### config.mk
export PLATFORM = sky130hd
export DESIGN_NAME = regfile_write_arbiter
export DESIGN_NICKNAME = d
export VERILOG_FILES = /design/src/rtl/regfile_write_arbiter.sv
export SDC_FILE = /design/constraint.sdc
export NUM_CORES = 1
export LEC_CHECK = 0
export CORE_AREA = 3 3 81 83
export CTS_CLUSTER_SIZE = 14
export DETAILED_ROUTE_END_ITERATION = 10
export DIE_AREA = 0 0 84 86
export PLACE_DENSITY = 0.82
export SLEW_MARGIN = 40
export SYNTH_ARGS = -nofsm -noshare
export SYNTH_HDL_FRONTEND = slang
export SYNTH_SLANG_ARGS = --single-unit
### constraint.sdc
create_clock -name clk -period 2.4 [get_ports clk]
set_input_delay 0.48 -clock clk [delete_from_list [all_inputs] [get_ports clk]]
set_output_delay 0.48 -clock clk [all_outputs]
set_load 0.02 [all_outputs]
### src/rtl/regfile_write_arbiter.sv
// Arbitrates the single register-file write port between the WB stage (fixed priority)
// and the preload loader. A loader starved for MAX_WAIT WB wins raises a stall request.
module regfile_write_arbiter #(
  parameter int DATA_W   = 32,
  parameter int ADDR_W   = 6,
  parameter int MAX_WAIT = 4
) (
  input  logic              clk,
  input  logic              rst_n,
  input  logic              wb_we,
  input  logic [ADDR_W-1:0] wb_addr,
  input  logic [DATA_W-1:0] wb_data,
  input  logic              ld_req,
  input  logic [ADDR_W-1:0] ld_addr,
  input  logic [DATA_W-1:0] ld_data,
  output logic              ld_ack,
  output logic              stall_req,
  output logic              rf_we,
  output logic [ADDR_W-1:0] rf_addr,
  output logic [DATA_W-1:0] rf_data,
  output logic              err
);

  typedef enum logic [1:0] {
    IDLE  = 2'd0,
    WAIT  = 2'd1,
    STALL = 2'd2
  } state_t;

  localparam logic [3:0] MAX_WAIT_C = 4'(MAX_WAIT);

  state_t              state_r, state_s;
  logic [3:0]          wait_cnt_r, wait_cnt_s;
  logic                grant_wb_s, grant_ld_s, eff_ld_s;
  logic [ADDR_W-1:0]   sel_addr_s;
  logic [DATA_W-1:0]   sel_data_s;
  logic                ld_ack_r, stall_req_r, rf_we_r, err_r;
  logic [ADDR_W-1:0]   rf_addr_r;
  logic [DATA_W-1:0]   rf_data_r;

  // Next-state and grant selection; WB always wins when it writes.
  always_comb begin
    state_s    = state_r;
    wait_cnt_s = wait_cnt_r;
    grant_wb_s = 1'b0;
    grant_ld_s = 1'b0;
    eff_ld_s   = ld_req & ~ld_ack_r;
    case (state_r)
      IDLE: begin
        if (eff_ld_s && wb_we) begin
          grant_wb_s = 1'b1;
          wait_cnt_s = 4'd1;
          state_s    = (MAX_WAIT_C == 4'd1) ? STALL : WAIT;
        end else if (eff_ld_s) begin
          grant_ld_s = 1'b1;
        end else begin
          grant_wb_s = wb_we;
        end
      end
      WAIT: begin
        if (!eff_ld_s) begin
          grant_wb_s = wb_we;
          wait_cnt_s = 4'd0;
          state_s    = IDLE;
        end else if (!wb_we) begin
          grant_ld_s = 1'b1;
          wait_cnt_s = 4'd0;
          state_s    = IDLE;
        end else begin
          grant_wb_s = 1'b1;
          wait_cnt_s = wait_cnt_r + 4'd1;
          if (wait_cnt_s >= MAX_WAIT_C) begin
            state_s = STALL;
          end else begin
            state_s = WAIT;
          end
        end
      end
      STALL: begin
        // A WB write during stall is still performed so no data is lost.
        if (!eff_ld_s) begin
          grant_wb_s = wb_we;
          wait_cnt_s = 4'd0;
          state_s    = IDLE;
        end else if (!wb_we) begin
          grant_ld_s = 1'b1;
          wait_cnt_s = 4'd0;
          state_s    = IDLE;
        end else begin
          grant_wb_s = 1'b1;
        end
      end
      default: begin
        state_s    = IDLE;
        wait_cnt_s = 4'd0;
      end
    endcase
    if (grant_ld_s) begin
      sel_addr_s = ld_addr;
      sel_data_s = ld_data;
    end else begin
      sel_addr_s = wb_addr;
      sel_data_s = wb_data;
    end
  end

  // State, wait counter and registered write-port outputs.
  always_ff @(posedge clk or negedge rst_n) begin
    if (!rst_n) begin
      state_r     <= IDLE;
      wait_cnt_r  <= 4'd0;
      ld_ack_r    <= 1'b0;
      stall_req_r <= 1'b0;
      rf_we_r     <= 1'b0;
      rf_addr_r   <= {ADDR_W{1'b0}};
      rf_data_r   <= {DATA_W{1'b0}};
      err_r       <= 1'b0;
    end else begin
      state_r     <= state_s;
      wait_cnt_r  <= wait_cnt_s;
      ld_ack_r    <= grant_ld_s;
      stall_req_r <= (state_s == STALL);
      rf_we_r     <= (grant_wb_s | grant_ld_s) && (sel_addr_s != {ADDR_W{1'b0}});
      if (grant_wb_s || grant_ld_s) begin
        rf_addr_r <= sel_addr_s;
        rf_data_r <= sel_data_s;
      end
      err_r <= err_r | (wb_we & stall_req_r);
    end
  end

  assign ld_ack    = ld_ack_r;
  assign stall_req = stall_req_r;
  assign rf_we     = rf_we_r;
  assign rf_addr   = rf_addr_r;
  assign rf_data   = rf_data_r;
  assign err       = err_r;

endmodule

==> flow_summary.toml <==
[worst_setup_path]
crit_arrival_ps = 2330
cp-end-kind = "register"
worstPathRequired_ps = 2610
critPathKind = "register to register"
cp_cell_sequence = "inv_1 -> ha_1 -> o21bai_1 -> or3b_2 -> buf_4 -> mux2i_1 -> o21ai_0"
start_kind = "register"
cp_num_buf_inv = 2
crit_slowest_cell = "or3b_2"
reg2reg_to = "rf_data[9]"
r2r_cells = 7
r2r_start = "state_r[0]"
critPathMaxStageDelay_ps = 560
critPathTopFamily = "simple AND/OR/NAND/NOR gates"
rrSetupSlack_ps = 290
cp_max_fo = 15

[timing]
rsz0062_at_grt = "no"
tightest_slew_ps = 310
hold_violations = 0
slew_headroom = 0.793
period_minus_slack_ps = 2110
fin_skew_ps = 7.15
period_share = 0.881
setup_viol = 0
slew_viol_final = 0
fmax_mhz = 473
fin_ws_ps = 285
tns_ps = 0

[finish]
final_nets = 436
multi_input_area_um2 = 1060
n_antenna_cell = 0
seq_area_um2 = 1200
area_delta_synth_final_pct = 59.1
fin_area_um2 = 3740
drive_above_1_share = 0.0625
n_fill_cell = 529

[floorplan]
io_pins = 122
dieArea_um2 = 7220
die_w_um = 84
std_cell_rows = 28
core_area_um2 = 5920
initial_core_util = 0.397
die_h_um = 86

[global_route]
grt_overflow = 0
grt_max_degree = 57
grt_usage = 0.178
antenna_found_initial = 0
grt_pass1_wl_um = 10300
grt_pass1_vias = 2208

[clocking]
cts_tree = "built"
postCtsSetupRepairBufs = 0
cts.path.max_buffers = 2
post_cts_resized = 0
cts.sinks = 48
clk_pin_slew_ps = 90
worstSkewPairLatency_ps = 300
hold_buffers = 0
cts-root-buf = "clkbuf_8"
htree_levels = 2
cts_buffers = 5

[synth]
ys_seq_area_frac = 0.511
yosysTopAreaCell = "dfrtp_1"
synth_edf_count = 0
synth.distinct_cells = 31
yosysWarnings = 0
ys_seq_elements = 48
yosysTopAreaCellShare = 0.511
synth_flop_cell = "dfrtp_1"
synth_most_common_cell = "dfrtp_1"
synth-async-reset-ratio = 1.00
avgSynthCellArea_um2 = 10.3
netlist_top_cells_area = "dfrtp_1, mux2i_1, o21ai_0, nand2_1, ha_1"
synth_nets = 313
netlist_area_um2 = 2350
syn_inst = 228
yosys-top-cells-count = "dfrtp_1, nand2_1, mux2i_1"

[detailed_routing]
dr.pass1.iters = 4
vias_per_cell = 4.86
post-route-drc-count = 0
wl_per_cell_um = 14.6
dr_total_vias = 2076
wirelength_um = 6220
drtIter0Drc = 110
ant_nets = 0

[flow_run]
cap_viol_max_count = 0

[power_and_ir_drop]
irDropWorstVdd_uv = 627
swShare = 0.389
combPwrFrac = 0.524
switching_power_mw = 1.52
powerDensity_nw_per_um2 = 1050
seq_power_share = 0.351
power.internal_mw = 2.39
leakage_nw = 1.75
power.share.clock = 0.125

[place]
place.gp.congestion = 0.865
place_area_um2 = 3650
dpl.hpwl_um = 4970
io_buffers = 121
place_ws_ps = -10.1

[hold_path]
hold_class = "input port to async pin"

[outcome]
status = "finished clean"
-- area by class of cell --
class | instances | share of cell area
inverters | 3 | 0.00301
flip-flops and latches | 48 | 0.321
clock buffers | 8 | 0.0241
repair buffers | 129 | 0.342
multi-input cells | 164 | 0.284
well taps | 75 | 0.0251
-- worst register-to-register path: stages (launching register included) --
cell and delay (ps):
dfrtp_1 440, inv_1 100, ha_1 250, o21bai_1 110, or3b_2 560, buf_4 260, mux2i_1 150, o21ai_0 170
-- stage by stage --
stage	cells	power, mW	util	hold slack [ps]
floorplan	228	2.41	-	184
global placement	419	3.41	0.616	387
detailed placement	419	3.46	0.616	390
CTS	427	3.97	0.631	55.7
global route	427	4.19	0.631	63.2
finish	427	3.92	0.631	61.5
-- layout by cell type (no fill, tap or decap), types with 2 or more instances in the layout --
master           Yosys  layout
clkdlybuf4s50_1      0     120
dfrtp_1             48      48
nand2_1             45      45
mux2i_1             38      38
o21ai_0             36      36
o21ai_1              7       7
buf_4                0       7
clkbuf_8             0       6
ha_1                 5       5
nor2_1               4       4
nand3_1              4       4
inv_1                3       3
a21oi_1              3       3
nand3b_1             2       2
nor4_1               2       2
or4_1                2       2
clkbuf_1             4       2
-- flip-flops by register name (all words and copies together) (netlist names) --
name,cells
err,1
ld_ack,1
rf_addr,6
rf_data,32
rf_we,1
stall_req,1
state_r,2
wait_cnt_r,4
-- cells by family after synthesis --
group,share of synthesized area
flip-flops,0.511
AND/OR/NAND/NOR,0.127
buffers and inverters,0.0410
XOR/XNOR,0.00373
adder cells (fa/ha/maj),0.0266
AO/OA/AOI/OAI,0.122
multiplexers,0.168
-- routing by layer --
layer,vias up,share of wire,GRT usage
met5,-,0,0
met4,0,0.020,0.0526
met3,14,0.083,0.0701
met2,72,0.51,0.320
met1,945,0.39,0.194
li1,1045,-,-
-- worst max-delay path by stage --
stage	startpoint	end	slack [ps]	cells past startpoint
2_1_floorplan	state_r[0]	rf_addr[0]	620	7
3_3_place_gp	ld_req	rf_data[8]	50	6
3_5_place_dp	ld_req	rf_data[11]	-10	6
4_1_cts	state_r[0]	rf_data[9]	290	7
5_1_grt	state_r[0]	rf_addr[4]	150	7
6_report	state_r[0]	rf_data[9]	290	7
-- power by group through the flow --
stage	registers, mW	logic, mW	clock network [mW]
floorplan	1.78	0.631	0
global placement	1.37	2.03	0
detailed placement	1.39	2.08	0
CTS	1.38	2.08	0.512
global route	1.43	2.21	0.551
finish	1.38	2.05	0.491
No activity file was read; power rests on OpenSTA's default activity.
